<file path="config.mk">
export PLATFORM = sky130hd
export DESIGN_NAME = ps2_host_tx
export DESIGN_NICKNAME = d
export VERILOG_FILES = /design/src/rtl/ps2_host_tx_pkg.sv /design/src/rtl/ps2_host_tx_sync.sv /design/src/rtl/ps2_host_tx.sv
export SDC_FILE = /design/constraint.sdc
export NUM_CORES = 1
export LEC_CHECK = 0
export BUFFER_PORTS_ARGS = -buffer_cell sky130_fd_sc_hd__buf_2
export CORE_UTILIZATION = 60
export CTS_CLUSTER_DIAMETER = 60
export CTS_CLUSTER_SIZE = 30
export DETAILED_ROUTE_END_ITERATION = 10
export GPL_TIMING_DRIVEN = 0
export PLACE_DENSITY_LB_ADDON = 0.2
export SETUP_SLACK_MARGIN = 0.1
export SYNTH_ARGS = -nofsm -noshare
export SYNTH_HDL_FRONTEND = slang
export SYNTH_SLANG_ARGS = --single-unit
</file>
<file path="constraint.sdc">
create_clock -name clock -period 2.3 [get_ports clock]
set_input_delay 0.46 -clock clock [delete_from_list [all_inputs] [get_ports clock]]
set_output_delay 0.46 -clock clock [all_outputs]
set_load 0.05 [all_outputs]
</file>
<file path="src/rtl/ps2_host_tx_pkg.sv">
// ps2_host_tx_pkg
//   Shared definitions for the PS/2 host-to-device transmitter:
//   - ps2_tx_state_t : FSM state encoding
//   - PS2_FRAME_LEN  : bits on the wire per frame (start, 8 data, parity, stop)
//   - PS2_TX_BITS    : bits latched for shifting (data, parity, stop; start is
//                      driven separately while the host still holds the clock)
//   - KBD_CMD_*      : common keyboard command bytes
//   - odd_parity()   : PS/2 parity bit for a data byte
// Optional feature macro used by ps2_host_tx: PS2_TX_ACK_CHECK_EN.
package ps2_host_tx_pkg;

    typedef enum logic [2:0] {
        ST_IDLE,
        ST_INHIBIT,
        ST_START,
        ST_SHIFT,
        ST_ACK,
        ST_RELEASE
    } ps2_tx_state_t;

    localparam int unsigned PS2_FRAME_LEN = 11;
    localparam int unsigned PS2_TX_BITS   = PS2_FRAME_LEN - 1;

    localparam logic [7:0] KBD_CMD_SET_LEDS = 8'hED;
    localparam logic [7:0] KBD_CMD_RESET    = 8'hFF;
    localparam logic [7:0] KBD_CMD_ENABLE   = 8'hF4;

    // Parity bit that makes data + parity contain an odd number of ones.
    function automatic logic odd_parity(input logic [7:0] d);
        return ~^d;
    endfunction

endpackage

</file>
<file path="src/rtl/ps2_host_tx_sync.sv">
// ps2_sync
//   Two-flop synchronizer for one raw PS/2 pin plus a falling-edge detector
//   on the synchronized level. All flops reset to 1 (idle bus level), so no
//   spurious edge is reported out of reset.
// Ports:
//   clock - system clock
//   reset - asynchronous, active-high
//   din   - raw pin level
//   sync  - synchronized pin level
//   fall  - one-cycle pulse when sync goes 1 -> 0
module ps2_sync (
    input  logic clock,
    input  logic reset,
    input  logic din,
    output logic sync,
    output logic fall
);

    logic meta;
    logic sync_q;
    logic prev_q;

    always_ff @(posedge clock or posedge reset) begin
        if (reset) begin
            meta   <= 1'b1;
            sync_q <= 1'b1;
            prev_q <= 1'b1;
        end else begin
            meta   <= din;
            sync_q <= meta;
            prev_q <= sync_q;
        end
    end

    assign sync = sync_q;
    assign fall = prev_q & ~sync_q;

endmodule

</file>
<file path="src/rtl/ps2_host_tx.sv">
// ps2_host_tx
//   PS/2 host-to-device transmitter: inhibits the bus, issues a start bit,
//   shifts a command byte out LSB first on the device's falling clock edges,
//   then waits for the acknowledge bit and for the bus to return to idle.
// Parameters:
//   INHIBIT_CYCLES - clock-low inhibit time in system clock cycles
//   TIMEOUT_CYCLES - longest wait for any device clock edge before giving up
// Ports:
//   clock, reset           - system clock; asynchronous active-high reset
//   tx_data, tx_valid      - command byte and send request (taken in IDLE)
//   tx_ready               - high only while IDLE
//   tx_done, tx_error      - one-cycle completion / failure pulses
//   ps2_clk_in, ps2_dat_in - raw PS2_KBCLK / PS2_KBDAT pin levels
//   ps2_clk_oe, ps2_dat_oe - 1 pulls the pin low, 0 releases it
// Configuration:
//   PS2_TX_ACK_CHECK_EN - when defined, an acknowledge bit of 1 ends the frame
//                         with tx_error; otherwise the ACK level is ignored.
module ps2_host_tx
    import ps2_host_tx_pkg::*;
#(
    parameter int unsigned INHIBIT_CYCLES = 5000,
    parameter int unsigned TIMEOUT_CYCLES = 750000
) (
    input  logic       clock,
    input  logic       reset,
    input  logic [7:0] tx_data,
    input  logic       tx_valid,
    output logic       tx_ready,
    output logic       tx_done,
    output logic       tx_error,
    input  logic       ps2_clk_in,
    input  logic       ps2_dat_in,
    output logic       ps2_clk_oe,
    output logic       ps2_dat_oe
);

    localparam int unsigned INH_W = (INHIBIT_CYCLES > 1) ? $clog2(INHIBIT_CYCLES) : 1;
    localparam int unsigned TO_W  = (TIMEOUT_CYCLES > 1) ? $clog2(TIMEOUT_CYCLES) : 1;
    localparam logic [INH_W-1:0] INH_LAST = INH_W'(INHIBIT_CYCLES - 1);
    localparam logic [TO_W-1:0]  TO_LAST  = TO_W'(TIMEOUT_CYCLES - 1);
    localparam logic [3:0]       BIT_LAST = 4'(PS2_TX_BITS - 1);

    ps2_tx_state_t state, state_next;

    logic [PS2_TX_BITS-1:0] frame, frame_next;
    logic [3:0]             bit_cnt, bit_cnt_next;
    logic                   dat_drive, dat_drive_next;
    logic [INH_W-1:0]       inh_cnt, inh_cnt_next;
    logic [TO_W-1:0]        to_cnt, to_cnt_next;
    logic                   done_next, error_next;
    logic                   timed;

    logic clk_sync, clk_fall;
    logic dat_sync, dat_fall_unused;

`ifdef PS2_TX_ACK_CHECK_EN
    logic ack_bad, ack_bad_next;
`endif

    ps2_sync u_clk_sync (
        .clock (clock),
        .reset (reset),
        .din   (ps2_clk_in),
        .sync  (clk_sync),
        .fall  (clk_fall)
    );

    ps2_sync u_dat_sync (
        .clock (clock),
        .reset (reset),
        .din   (ps2_dat_in),
        .sync  (dat_sync),
        .fall  (dat_fall_unused)
    );

    always_ff @(posedge clock or posedge reset) begin
        if (reset) begin
            state     <= ST_IDLE;
            frame     <= '1;
            bit_cnt   <= '0;
            dat_drive <= 1'b0;
            inh_cnt   <= '0;
            to_cnt    <= '0;
            tx_done   <= 1'b0;
            tx_error  <= 1'b0;
`ifdef PS2_TX_ACK_CHECK_EN
            ack_bad   <= 1'b0;
`endif
        end else begin
            state     <= state_next;
            frame     <= frame_next;
            bit_cnt   <= bit_cnt_next;
            dat_drive <= dat_drive_next;
            inh_cnt   <= inh_cnt_next;
            to_cnt    <= to_cnt_next;
            tx_done   <= done_next;
            tx_error  <= error_next;
`ifdef PS2_TX_ACK_CHECK_EN
            ack_bad   <= ack_bad_next;
`endif
        end
    end

    always_comb begin
        state_next     = state;
        frame_next     = frame;
        bit_cnt_next   = bit_cnt;
        dat_drive_next = dat_drive;
        inh_cnt_next   = inh_cnt;
        to_cnt_next    = to_cnt;
        done_next      = 1'b0;
        error_next     = 1'b0;
        tx_ready       = 1'b0;
        ps2_clk_oe     = 1'b0;
        ps2_dat_oe     = 1'b0;
        timed          = 1'b0;
`ifdef PS2_TX_ACK_CHECK_EN
        ack_bad_next   = ack_bad;
`endif

        unique case (state)
            ST_IDLE: begin
                tx_ready = 1'b1;
                if (tx_valid) begin
                    frame_next   = {1'b1, odd_parity(tx_data), tx_data};
                    inh_cnt_next = '0;
                    state_next   = ST_INHIBIT;
                end
            end

            ST_INHIBIT: begin
                ps2_clk_oe = 1'b1;
                if (inh_cnt == INH_LAST) begin
                    state_next = ST_START;
                end else begin
                    inh_cnt_next = inh_cnt + 1'b1;
                end
            end

            ST_START: begin
                timed          = 1'b1;
                ps2_clk_oe     = 1'b1;
                ps2_dat_oe     = 1'b1;
                bit_cnt_next   = '0;
                dat_drive_next = 1'b1;
                state_next     = ST_SHIFT;
            end

            ST_SHIFT: begin
                // The start bit stays driven until the device's first falling
                // edge; each later edge advances to the next latched bit.
                timed      = 1'b1;
                ps2_dat_oe = dat_drive;
                if (clk_fall) begin
                    dat_drive_next = ~frame[bit_cnt];
                    bit_cnt_next   = bit_cnt + 1'b1;
                    if (bit_cnt == BIT_LAST) begin
                        state_next = ST_ACK;
                    end
                end
            end

            ST_ACK: begin
                timed = 1'b1;
                if (clk_fall) begin
`ifdef PS2_TX_ACK_CHECK_EN
                    ack_bad_next = dat_sync;
`endif
                    state_next = ST_RELEASE;
                end
            end

            ST_RELEASE: begin
                timed = 1'b1;
                if (clk_sync && dat_sync) begin
                    state_next = ST_IDLE;
`ifdef PS2_TX_ACK_CHECK_EN
                    done_next  = ~ack_bad;
                    error_next = ack_bad;
`else
                    done_next  = 1'b1;
`endif
                end
            end

            default: begin
                state_next = ST_IDLE;
            end
        endcase

        // A device edge restarts the timeout wait, so it wins over expiry.
        if (timed && !clk_fall && to_cnt == TO_LAST) begin
            state_next = ST_IDLE;
            done_next  = 1'b0;
            error_next = 1'b1;
        end

        if (clk_fall) begin
            to_cnt_next = '0;
        end else if (to_cnt != TO_LAST) begin
            to_cnt_next = to_cnt + 1'b1;
        end

        // START -> SHIFT is one continuous wait for the device's first clock
        // edge, so the timeout keeps counting from START entry across it.
        if (state_next != state && !(state == ST_START && state_next == ST_SHIFT)) begin
            to_cnt_next = '0;
        end
    end

endmodule

</file>
-- After elaboration in Yosys (flattened, before gate mapping)
Index checks and enable logic that the tools add are counted.
- register bits after elaboration: 57
- output and inout port bits: 5
- bits of input ports: 13
- reduce and logical (&&, ||, !) cells: 17
- bitwise operators: 3
- magnitude comparators: 1
- equal/unequal tests: 14
- muxes and demuxes: 28
- $add $sub $neg: 3
- operators with widths (operator ; number):
    two-way mux 20 bit ; 3
    two-way mux 13 bit ; 2
    one-hot mux 13 bit (2 select lines) ; 1
    two-way mux 3 bit ; 7
    adder 20 x 1 -> 20 bit (second input constant) ; 1
    == test 20 bit (second input constant) ; 1
    != test 20 bit (second input constant) ; 1
    one-hot mux 3 bit (6 select lines) ; 1
    adder 13 x 1 -> 13 bit (second input constant) ; 1
    == test 13 bit (second input constant) ; 1
    == test 3 x 2 -> 1 bit (second input constant) ; 3
    two-way mux 1 bit ; 9
    one-hot mux 4 bit (2 select lines) ; 1
    XNOR reduction 8 bit ; 1
    == test 3 bit (second input constant) ; 2
    != test 2 bit (second input constant) ; 3
    logical AND 1 bit ; 5
    < comparator 4 x 5 -> 1 bit (second input constant) ; 1
    adder 4 x 1 -> 4 bit (second input constant) ; 1
    binary-select mux 1 bit (select 4 bit) ; 1
    == test 4 bit (second input constant) ; 1
    two-way mux 4 bit ; 1
    one-hot mux 1 bit (2 select lines) ; 2
    AND reduction 2 bit ; 2
    11 further kinds ; 14

-- Logic depth before layout (Yosys ltp)
Gate-level depths: netlist of run 1.
- depth in word-level cells: 11
- depth in mapped cells: 9
- depth with buffers taken out: 7

-- Hierarchy
Synthesis of run 1 repeated with hierarchy kept, for this count alone.
- cells, all modules: 323
- area total of the unflattened synthesis: 3080.5 um^2
- by module, submodules not included (module ; cells each ; sequential area each (um^2) ; instances ; area each (um^2)):
    ps2_host_tx ; 313 ; 1312.5 ; 1 ; 2887.8
    ps2_sync ; 5 ; 78.8 ; 2 ; 96.3

-- Least setup slack after synthesis of run 1
No wires, ideal clock.
- path type: reg2reg
- from: reg state[1]
- to: reg inh_cnt[11]
- data required time: 2222 ps
- clock period less this slack: 2195 ps
- stages on the path, launching flop included: 9
- path slack: 105 ps
- library setup time: 78 ps
- data arrival time: 2116 ps
- cell sequence: dfrtp_1 > buf_6 > nor3_4 > and2_1 > buf_6 > a21oi_2 > buf_6 > or4_1 > a21oi_1
- longest elaborated chain between the ends: 3
- elaborated cells between the ends (all ways): 7
- those cells by class: 3 x eq/ne; 1 x mux; 3 x reduce/logical
- RTL lines (what ; line ; RTL):
    start, declared ; ps2_host_tx.sv:43 ; ps2_tx_state_t state, state_next;
    start signal, assigned ; ps2_host_tx.sv:90 ; state <= state_next;
    == test 3 x 1 -> 1 bit or logical NOT 3 bit (tied branches) ; ps2_host_tx.sv:121 ; unique case (state)
    != test 2 bit (no source line) or nonzero test 2 bit (tied branches) ; n/a ;
    AND reduction 3 bit (no source line) ; n/a ;
    end signal, assigned ; ps2_host_tx.sv:94 ; inh_cnt <= inh_cnt_next;
    end, declared ; ps2_host_tx.sv:48 ; logic [INH_W-1:0] inh_cnt, inh_cnt_next;
Several ways; a longest one is shown, not always the timed one.
A chain may end at the register's enable or synchronous reset.

-- Worst setup path after layout of run 1
- from: reg to_cnt[4]
- to: reg to_cnt[7]
- longest elaborated chain between the ends: 8
- elaborated cells between the ends (all ways): 14
- those cells by class: 1 x add/sub; 4 x eq/ne; 4 x mux; 5 x reduce/logical
- RTL lines (what ; line ; RTL):
    start, declared ; ps2_host_tx.sv:49 ; logic [TO_W-1:0] to_cnt, to_cnt_next;
    start signal, assigned ; ps2_host_tx.sv:95 ; to_cnt <= to_cnt_next;
    parallel branches: the longest is 8 deep, another holds adder 20 x 1 -> 20 bit ; n/a ;
Parallel ways; which one is timed is not known. The select of a mux whose other input is x is not followed.

==> impl_results.html, run 1 <==
<table>
<tr><th>Metric</th><th>Value</th></tr>
<tr><th colspan="2">Placed design</th></tr>
<tr><td>Total of buffers placed on input and output ports</td><td>17</td></tr>
<tr><td>Total cell area at the placement stage</td><td>3220 µm²</td></tr>
<tr><td>Half-perimeter wire length of the detailed placement result</td><td>4.11 mm</td></tr>
<tr><td>Gpl congestion</td><td>0.851</td></tr>
<tr><th colspan="2">Yosys</th></tr>
<tr><td>Number of flops mapped to enable cells by yosys</td><td>0</td></tr>
<tr><td>Multiplexer share of the synthesized area</td><td>0.0285</td></tr>
<tr><td>Distinct cell type count after synthesis</td><td>46</td></tr>
<tr><td>Area fraction in compound gates after synthesis</td><td>0.0949</td></tr>
<tr><td>Count of synthesis-stage warnings from yosys</td><td>0</td></tr>
<tr><td>Post-synthesis instance area</td><td>3030 µm²</td></tr>
<tr><td>Share of synthesized area occupied by flip-flops and latches</td><td>0.476</td></tr>
<tr><td>Largest family of logic cells by synthesized area</td><td>simple AND/OR/NAND/NOR gates</td></tr>
<tr><td>Seq cells post-synth</td><td>57</td></tr>
<tr><td>Simple-Gate Fraction of Synth Area</td><td>0.275</td></tr>
<tr><td>Post-Synthesis Net Count</td><td>335</td></tr>
<tr><td>Number of standard cells after synthesis</td><td>318</td></tr>
<tr><td>Adder-Cell Fraction of Synth Area</td><td>0.0165</td></tr>
<tr><td>Xor-xnor portion of the synthesized cell area</td><td>0.0809</td></tr>
<tr><td>Average cell area after synthesis</td><td>9.54 µm²</td></tr>
<tr><td>Share of synthesized registers carrying an async set or reset</td><td>1.00</td></tr>
<tr><td>Flip-flop cell with the highest count after synthesis</td><td>dfrtp_1</td></tr>
<tr><th colspan="2">Clock network</th></tr>
<tr><td>Clock latency on the worst-skew pair</td><td>0.33 ns</td></tr>
<tr><td>Total clock sinks</td><td>57</td></tr>
<tr><td>Number of buffers created by CTS</td><td>9</td></tr>
<tr><td>Clock tree from TritonCTS</td><td>built</td></tr>
<tr><td>Clock transition at the registers of the reported paths</td><td>0.06 ns</td></tr>
<tr><td>Post-CTS Hold Fix Bufs</td><td>0</td></tr>
<tr><td>Clk root buf</td><td>clkbuf_8</td></tr>
<tr><td>H-Tree Level Count</td><td>3</td></tr>
<tr><td>Buffers from clock root to sink, at most</td><td>2</td></tr>
<tr><th colspan="2">Global routing</th></tr>
<tr><td>Wire length of the first global-routing pass</td><td>10.1 mm</td></tr>
<tr><td>Number of global-route vias before repair</td><td>2,253</td></tr>
<tr><td>Total routing resource utilization after global routing</td><td>0.252</td></tr>
<tr><td>Remaining global-route overflow</td><td>0</td></tr>
<tr><td>Number of antenna violations at the first check in global routing</td><td>0</td></tr>
<tr><td>Largest net degree at the start of global routing</td><td>45</td></tr>
<tr><th colspan="2">STA</th></tr>
<tr><td>Hold_ws</td><td>0.0696 ns</td></tr>
<tr><td>Setup violation total in the final timing report</td><td>0</td></tr>
<tr><td>Pins Over Slew Limit</td><td>0</td></tr>
<tr><td>Time the final worst path needs with I/O delays and setup</td><td>2.13 ns</td></tr>
<tr><td>Normalized max-slew margin</td><td>0.516</td></tr>
<tr><td>Portion of the clock cycle consumed by the worst path in the final layout</td><td>0.927</td></tr>
<tr><td>Slew at the pin closest to its max-slew limit</td><td>0.719 ns</td></tr>
<tr><td>Hold violation count in the final report</td><td>0</td></tr>
<tr><td>Worst clock skew</td><td>0.00797 ns</td></tr>
<tr><td>Highest clock frequency the design can meet</td><td>469 MHz</td></tr>
<tr><td>Setup repair after global routing missed its margin</td><td>true</td></tr>
<tr><th colspan="2">Detailed routing</th></tr>
<tr><td>Ratio of routed vias to standard cells</td><td>5.65</td></tr>
<tr><td>Number of remaining DRC errors</td><td>0</td></tr>
<tr><td>Detailed router's first-iteration violation count</td><td>164</td></tr>
<tr><td>Drt pass-1 iters</td><td>4</td></tr>
<tr><td>Via Count</td><td>2,391</td></tr>
<tr><td>Total detailed-routing wirelength</td><td>5.96 mm</td></tr>
<tr><td>Routed length per instance</td><td>14.1 µm</td></tr>
<tr><td>Antenna Nets Post-Route</td><td>0</td></tr>
<tr><th colspan="2">Power</th></tr>
<tr><td>Leakage power</td><td>1.45 nW</td></tr>
<tr><td>Power after layout</td><td>2.17 mW</td></tr>
<tr><td>PwrDens</td><td>621 nW/µm²</td></tr>
<tr><td>Peak VDD IR</td><td>0.000560 V</td></tr>
<tr><th colspan="2">Floorplan</th></tr>
<tr><td>Die span in x</td><td>73.1 µm</td></tr>
<tr><td>Die boundary height</td><td>73.1 µm</td></tr>
<tr><td>Core Rows</td><td>25</td></tr>
<tr><td>Starting utilization of the core area</td><td>0.634</td></tr>
<tr><td>CORE AREA</td><td>4790 µm²</td></tr>
<tr><td>Top Ports</td><td>18</td></tr>
<tr><td>Full die area</td><td>5340 µm²</td></tr>
<tr><th colspan="2">Cells and area</th></tr>
<tr><td>Area growth syn-to-layout</td><td>15.3%</td></tr>
<tr><td>Final design area excluding fillers</td><td>3500 µm²</td></tr>
<tr><td>Share of post-route cells with drive strength above 1</td><td>0.199</td></tr>
<tr><td>Total number of nets in the final design</td><td>368</td></tr>
<tr><td>Commonest non-fill, non-tap cell in the layout</td><td>nand2_1</td></tr>
<tr><td>Fin util</td><td>0.730</td></tr>
<tr><td>Inserted Diodes</td><td>0</td></tr>
<tr><td>Most frequent cells in the layout</td><td>nand2_1 (52), dfrtp_1 (43), nor2_1 (23)</td></tr>
<tr><th colspan="2">Critical path</th></tr>
<tr><td>Critical path data arrival time</td><td>2.37 ns</td></tr>
<tr><td>Cells along the critical path</td><td>or4_1 &gt; nor2_1 &gt; and3_1 &gt; buf_2 &gt; nor3_4 &gt; buf_4 &gt; nor3_1</td></tr>
<tr><td>Category of the worst setup path launch point</td><td>flop</td></tr>
<tr><td>R2R Setup Slk</td><td>0.17 ns</td></tr>
<tr><td>Crit end category</td><td>flop</td></tr>
<tr><td>Crit path largest cell delay</td><td>0.53 ns</td></tr>
<tr><td>Maximum fanout encountered on the critical timing path</td><td>9</td></tr>
<tr><td>Cell with the largest stage delay on the worst path</td><td>or4_1</td></tr>
<tr><td>Worst Reg2Reg Path Length in Cells</td><td>7</td></tr>
<tr><td>Required time at the worst-slack endpoint</td><td>2.54 ns</td></tr>
<tr><td>Type of the worst setup path</td><td>flop to flop</td></tr>
<tr><th colspan="2">Flow run</th></tr>
<tr><td>Max-capacitance violation count</td><td>0</td></tr>
<tr><th colspan="2">Min path</th></tr>
<tr><td>Worst min-delay path class</td><td>primary input to async pin</td></tr>
<tr><th colspan="2">Run status</th></tr>
<tr><td>Status</td><td>finished, final reports clean</td></tr>
</table>
-- power by group --
part	total, mW	switching (mW)	leakage [nW]	internal, mW
registers	1.06	0.0267	0.706	1.04
clock network	0.962	0.374	0.107	0.588
logic	0.146	0.0783	0.633	0.0672
total	2.17	0.479	1.45	1.69
-- area by class of cell --
cell class | count | area, µm²
buffer | 10 | 65.1
clock buffer | 14 | 173
clock inverter | 2 | 35.0
fill | 357 | 1290
inverter | 6 | 22.5
multi-input combinational | 245 | 1520
sequential | 57 | 1440
tap | 67 | 83.8
timing repair buffer | 22 | 150
-- worst paths after layout --
check,endpoint,from
max,to_cnt[7],to_cnt[4]
min,inh_cnt[12],reset
min in group clock,u_dat_sync.meta,ps2_dat_in
min reg2reg,u_clk_sync.sync,u_clk_sync.meta
max in group asynchronous,u_clk_sync.sync,reset
max reg2reg,to_cnt[7],to_cnt[4]
-- layer usage --
| layer | vias to the layer above | track usage | wire length [µm] |
|---|---|---|---|
| li1 | 1193 | - | - |
| met1 | 1150 | 0.321 | 2770 |
| met2 | 42 | 0.412 | 2960 |
| met3 | 6 | 0.0635 | 170 |
| met4 | 0 | 0.102 | 64 |
| met5 | - | 0 | 0 |
-- worst max-delay path, delay by kind of cell, from the launching register on --
kind	cells	cell delay, ns
buffers and inverters	2	0.40
flip-flops	1	0.45
AND/OR/NAND/NOR	5	1.19
-- synth_stat cells (2+ instances only) --
master | instances | area share
nor3_1 | 22 | 0.036
o21ai_0 | 13 | 0.021
and4_1 | 3 | 0.0087
buf_6 | 3 | 0.011
o211ai_1 | 2 | 0.0049
or3_1 | 2 | 0.0041
nand4_1 | 5 | 0.010
xnor2_1 | 21 | 0.061
or4_1 | 8 | 0.020
and3_1 | 5 | 0.010
inv_1 | 6 | 0.0074
ha_1 | 4 | 0.017
nand3_1 | 12 | 0.020
buf_2 | 2 | 0.0033
nor4_1 | 6 | 0.012
nand2b_1 | 4 | 0.0082
dfrtp_1 | 43 | 0.35
xor2_1 | 7 | 0.020
nand2_1 | 52 | 0.064
mux4_2 | 2 | 0.015
clkbuf_1 | 4 | 0.0049
nor2b_1 | 4 | 0.0082
a21boi_0 | 2 | 0.0049
mux2i_1 | 3 | 0.0099
o31ai_1 | 7 | 0.017
and2_1 | 8 | 0.017
dfstp_2 | 14 | 0.12
a21oi_1 | 14 | 0.023
nor2_1 | 23 | 0.028
-- timing repair --
item,CTS,global route
pin swaps,0,3
setup buffers,0,4
endpoints found under the setup margin,9,22
gates resized for setup,1,7
gates cloned,0,0
-- registers in the layout, summed over array words and instances (netlist names), 3 cells and up --
| register | flops |
|---|---|
| frame | 9 |
| inh_cnt | 13 |
| to_cnt | 20 |
| bit_cnt | 4 |
| state | 3 |
-- kinds of logic (layout without fill, tap and decap cells) --
logic type,Yosys count,after routing
XOR/XNOR,28,28
flip-flops,57,57
buffers and inverters,16,54
AO/OA/AOI/OAI,45,45
adder cells (fa/ha/maj),4,4
AND/OR/NAND/NOR,162,162
multiplexers,6,6
-- per-stage QoR --
step | setup TNS, ns | instances | setup slack [ns]
finish | 0 | 423 | 0.169
floorplan | 0 | 318 | 0.105
detailed placement | 0 | 403 | 0.0658
global placement | -8.77 | 402 | -0.207
global route | 0 | 423 | 0.0771
CTS | 0 | 419 | 0.0841
(Power assumes the default switching activity.)
==> inputs of run 2 (changes only) <==
--- a/config.mk
+++ b/config.mk
@@ -6,7 +6,8 @@
 export NUM_CORES = 1
 export LEC_CHECK = 0
 export BUFFER_PORTS_ARGS = -buffer_cell sky130_fd_sc_hd__buf_2
-export CORE_UTILIZATION = 60
+export CORE_UTILIZATION = 63
+export CTS_BUF_LIST = sky130_fd_sc_hd__clkbuf_8
 export CTS_CLUSTER_DIAMETER = 60
 export CTS_CLUSTER_SIZE = 30
 export DETAILED_ROUTE_END_ITERATION = 10
==> impl_results.html, run 2 (same netlist as run 1, synthesis figures left out) <==
<table>
<tr><th>Metric</th><th>Value</th></tr>
<tr><th colspan="2">Detailed routing</th></tr>
<tr><td>Antenna Nets Post-Route</td><td>0 (unchanged)</td></tr>
<tr><td>Total detailed-routing wirelength</td><td>6.85 mm (was 5.96 mm)</td></tr>
<tr><td>Routed length per instance</td><td>16.7 µm (was 14.1 µm)</td></tr>
<tr><td>Detailed router's first-iteration violation count</td><td>247 (was 164)</td></tr>
<tr><td>Via Count</td><td>2,587 (was 2,391)</td></tr>
<tr><td>Drt pass-1 iters</td><td>5 (was 4)</td></tr>
<tr><td>Ratio of routed vias to standard cells</td><td>6.31 (was 5.65)</td></tr>
<tr><td>Number of remaining DRC errors</td><td>0 (unchanged)</td></tr>
<tr><th colspan="2">Critical path</th></tr>
<tr><td>Reg2Reg Launch Point</td><td>u_clk_sync.sync (was to_cnt[4])</td></tr>
<tr><td>Worst Reg2Reg Path Length in Cells</td><td>7 (unchanged)</td></tr>
<tr><td>Critical path destination</td><td>to_cnt[8] (was to_cnt[7])</td></tr>
<tr><td>Setup crit start</td><td>u_clk_sync.sync (was to_cnt[4])</td></tr>
<tr><td>Cell with the largest stage delay on the worst path</td><td>dfstp_2 (was or4_1)</td></tr>
<tr><td>Critical path data arrival time</td><td>2.38 ns (was 2.37 ns)</td></tr>
<tr><td>Crit path largest cell delay</td><td>0.57 ns (was 0.53 ns)</td></tr>
<tr><td>Type of the worst setup path</td><td>flop to flop (unchanged)</td></tr>
<tr><td>R2R Setup Slk</td><td>0.17 ns (about the same)</td></tr>
<tr><td>Required time at the worst-slack endpoint</td><td>2.55 ns (was 2.54 ns)</td></tr>
<tr><td>Maximum fanout encountered on the critical timing path</td><td>10 (was 9)</td></tr>
<tr><td>Cells along the critical path</td><td>nand2b_1 &gt; clkbuf_2 &gt; a21oi_1 &gt; o21ai_0 &gt; nor3_4 &gt; buf_4 &gt; nor3_1 (was or4_1 &gt; nor2_1 &gt; and3_1 &gt; buf_2 &gt; nor3_4 &gt; buf_4 &gt; nor3_1)</td></tr>
<tr><td>Crit end category</td><td>flop (unchanged)</td></tr>
<tr><td>End of the worst register-to-register path</td><td>to_cnt[8] (was to_cnt[7])</td></tr>
<tr><td>Category of the worst setup path launch point</td><td>flop (unchanged)</td></tr>
<tr><th colspan="2">Clock network</th></tr>
<tr><td>Total clock sinks</td><td>57 (unchanged)</td></tr>
<tr><td>H-Tree Level Count</td><td>3 (unchanged)</td></tr>
<tr><td>Number of buffers created by CTS</td><td>9 (unchanged)</td></tr>
<tr><td>Clock transition at the registers of the reported paths</td><td>0.07 ns (was 0.06 ns)</td></tr>
<tr><td>Clock latency on the worst-skew pair</td><td>0.35 ns (was 0.33 ns)</td></tr>
<tr><td>Buffers from clock root to sink, at most</td><td>2 (unchanged)</td></tr>
<tr><td>Clk root buf</td><td>clkbuf_8 (unchanged)</td></tr>
<tr><td>Post-CTS Hold Fix Bufs</td><td>0 (unchanged)</td></tr>
<tr><td>Clock tree from TritonCTS</td><td>built (unchanged)</td></tr>
<tr><th colspan="2">Floorplan</th></tr>
<tr><td>Top Ports</td><td>18 (unchanged)</td></tr>
<tr><td>Die span in x</td><td>71.4 µm (was 73.1 µm)</td></tr>
<tr><td>Full die area</td><td>5100 µm² (was 5340 µm²)</td></tr>
<tr><td>CORE AREA</td><td>4500 µm² (was 4790 µm²)</td></tr>
<tr><td>Starting utilization of the core area</td><td>0.673 (was 0.634)</td></tr>
<tr><td>Die boundary height</td><td>71.4 µm (was 73.1 µm)</td></tr>
<tr><td>Core Rows</td><td>24 (was 25)</td></tr>
<tr><th colspan="2">Power</th></tr>
<tr><td>P_int</td><td>1.65 mW (was 1.69 mW)</td></tr>
<tr><td>Clk network pwr share</td><td>0.438 (was 0.443)</td></tr>
<tr><td>Peak VDD IR</td><td>0.000460 V (was 0.000560 V)</td></tr>
<tr><td>Logic gate share of total power</td><td>0.069 (was 0.067)</td></tr>
<tr><td>Switching part of the total power</td><td>0.235 (was 0.221)</td></tr>
<tr><td>PwrDens</td><td>621 nW/µm² (about the same)</td></tr>
<tr><td>Sequential share of power</td><td>0.493 (was 0.490)</td></tr>
<tr><td>Power after layout</td><td>2.16 mW (was 2.17 mW)</td></tr>
<tr><td>Leakage power</td><td>1.46 nW (was 1.45 nW)</td></tr>
<tr><td>Reported net switching power</td><td>507 µW (was 479 µW)</td></tr>
<tr><th colspan="2">Global routing</th></tr>
<tr><td>GR Layer Usage met2</td><td>0.472 (was 0.412)</td></tr>
<tr><td>Total routing resource utilization after global routing</td><td>0.291 (was 0.252)</td></tr>
<tr><td>Number of antenna violations at the first check in global routing</td><td>0 (unchanged)</td></tr>
<tr><td>Met1 global-route usage</td><td>0.376 (was 0.321)</td></tr>
<tr><td>Most Used Layer, Global Route</td><td>met2 (unchanged)</td></tr>
<tr><td>Number of global-route vias before repair</td><td>2,502 (was 2,253)</td></tr>
<tr><td>Grt met3 use</td><td>0.0520 (was 0.0635)</td></tr>
<tr><td>Wire length of the first global-routing pass</td><td>11.3 mm (was 10.1 mm)</td></tr>
<tr><td>Largest net degree at the start of global routing</td><td>37 (was 45)</td></tr>
<tr><td>Remaining global-route overflow</td><td>0 (unchanged)</td></tr>
<tr><th colspan="2">STA</th></tr>
<tr><td>Time the final worst path needs with I/O delays and setup</td><td>2.13 ns (about the same)</td></tr>
<tr><td>Crit path setup slack, layout</td><td>0.171 ns (was 0.169 ns)</td></tr>
<tr><td>Portion of the clock cycle consumed by the worst path in the final layout</td><td>0.926 (was 0.927)</td></tr>
<tr><td>Worst clock skew</td><td>0.00707 ns (was 0.00797 ns)</td></tr>
<tr><td>Hold_ws</td><td>0.130 ns (was 0.0696 ns)</td></tr>
<tr><td>Hold violation count in the final report</td><td>0 (unchanged)</td></tr>
<tr><td>Slew at the pin closest to its max-slew limit</td><td>0.598 ns (was 0.719 ns)</td></tr>
<tr><td>Setup repair after global routing missed its margin</td><td>false (was true)</td></tr>
<tr><td>Pins Over Slew Limit</td><td>0 (unchanged)</td></tr>
<tr><td>Setup violation total in the final timing report</td><td>0 (unchanged)</td></tr>
<tr><td>Normalized max-slew margin</td><td>0.598 (was 0.516)</td></tr>
<tr><td>Highest clock frequency the design can meet</td><td>470 MHz (was 469 MHz)</td></tr>
<tr><th colspan="2">Placed design</th></tr>
<tr><td>Half-perimeter wire length of the detailed placement result</td><td>4.43 mm (was 4.11 mm)</td></tr>
<tr><td>Gpl congestion</td><td>0.922 (was 0.851)</td></tr>
<tr><td>Setup slack after placement</td><td>0.0673 ns (was 0.0658 ns)</td></tr>
<tr><td>Total of buffers placed on input and output ports</td><td>17 (unchanged)</td></tr>
<tr><th colspan="2">Cells and area</th></tr>
<tr><td>Most frequent cells in the layout</td><td>nand2_1 (52), dfrtp_1 (43), nor2_1 (22) (was nand2_1 (52), dfrtp_1 (43), nor2_1 (23))</td></tr>
<tr><td>Fin util</td><td>0.770 (was 0.730)</td></tr>
<tr><td>Number of fillers in the final layout</td><td>305 (was 357)</td></tr>
<tr><td>Biggest register</td><td>to_cnt (unchanged)</td></tr>
<tr><td>Multi-input logic area</td><td>1520 µm² (about the same)</td></tr>
<tr><td>Total number of nets in the final design</td><td>370 (was 368)</td></tr>
<tr><td>Total area of sequential cells</td><td>1440 µm² (unchanged)</td></tr>
<tr><td>Share of post-route cells with drive strength above 1</td><td>0.207 (was 0.199)</td></tr>
<tr><td>Area growth syn-to-layout</td><td>14.4% (was 15.3%)</td></tr>
<tr><td>Registers with the most flip-flops</td><td>to_cnt (20), inh_cnt (13), frame (9) (unchanged)</td></tr>
<tr><td>Commonest non-fill, non-tap cell in the layout</td><td>nand2_1 (unchanged)</td></tr>
<tr><td>Inserted Diodes</td><td>0 (unchanged)</td></tr>
<tr><td>Number of flip-flops in the largest register</td><td>20 (unchanged)</td></tr>
<tr><th colspan="2">Flow run</th></tr>
<tr><td>Max-capacitance violation count</td><td>0 (unchanged)</td></tr>
<tr><th colspan="2">Min path</th></tr>
<tr><td>Worst min-delay path class</td><td>primary input to async pin (unchanged)</td></tr>
<tr><th colspan="2">Run status</th></tr>
<tr><td>Status</td><td>finished, final reports clean (unchanged)</td></tr>
</table>
==> run 2: critical path, delay by kind of cell (launching register included) <==
kind,cells,cell delay [ns]
flops,1,0.57
simple gates,3,0.52
buf+inv,2,0.47
compound gates,2,0.47
==> run 2: worst min-delay path by stage <==
stage,slack [ns],endpoint,depth (start not counted)
after floorplan,0.35,u_clk_sync.sync,0
after global placement,0.35,u_dat_sync.sync,0
after detailed placement,0.35,u_dat_sync.sync,0
after CTS,0.14,to_cnt[7],2
after global routing,0.17,inh_cnt[11],2
final,0.13,inh_cnt[9],2
==> run 2: power groups by stage <==
stage	logic [mW]	registers (mW)	clock network (mW)
after global placement	0.133	1.08	0
after detailed placement	0.142	1.08	0
after floorplan	0.102	1.07	0
after global routing	0.167	1.07	0.990
after CTS	0.145	1.06	0.950
final	0.149	1.06	0.945
==> run 2: cell type report <==
| class | count | area share |
|---|---|---|
| Multi-Input combinational cell | 245 | 0.438 |
| Timing Repair Buffer | 24 | 0.0433 |
| Inverter | 6 | 0.00649 |
| Tap cell | 52 | 0.0188 |
| Clock buffer | 11 | 0.0436 |
| Clock inverter | 5 | 0.0137 |
| Buffer | 10 | 0.0198 |
| Sequential cell | 57 | 0.416 |
==> run 2: timing repair <==
action                                  4_1_cts  5_1_grt
gates resized for setup                       2        8
setup buffers                                 1        5
endpoints found under the setup margin       17       17
pin swaps                                     1        3
==> run 2: layer usage <==
layer	up-vias	share of wire	wire, µm
met4	0	0.034	230
met3	24	0.047	320
met1	1269	0.44	3040
met2	101	0.48	3260
met5	-	0	0
li1	1193	-	-
==> run 2: per-stage QoR <==
step           setup TNS, ns  std cells  instance area [µm²]
2_1_floorplan              0        318                 3030
3_3_place_gp           -8.44        387                 3180
3_5_place_dp               0        388                 3200
4_1_cts                    0        405                 3420
5_1_grt                    0        410                 3470
6_report                   0        410                 3470
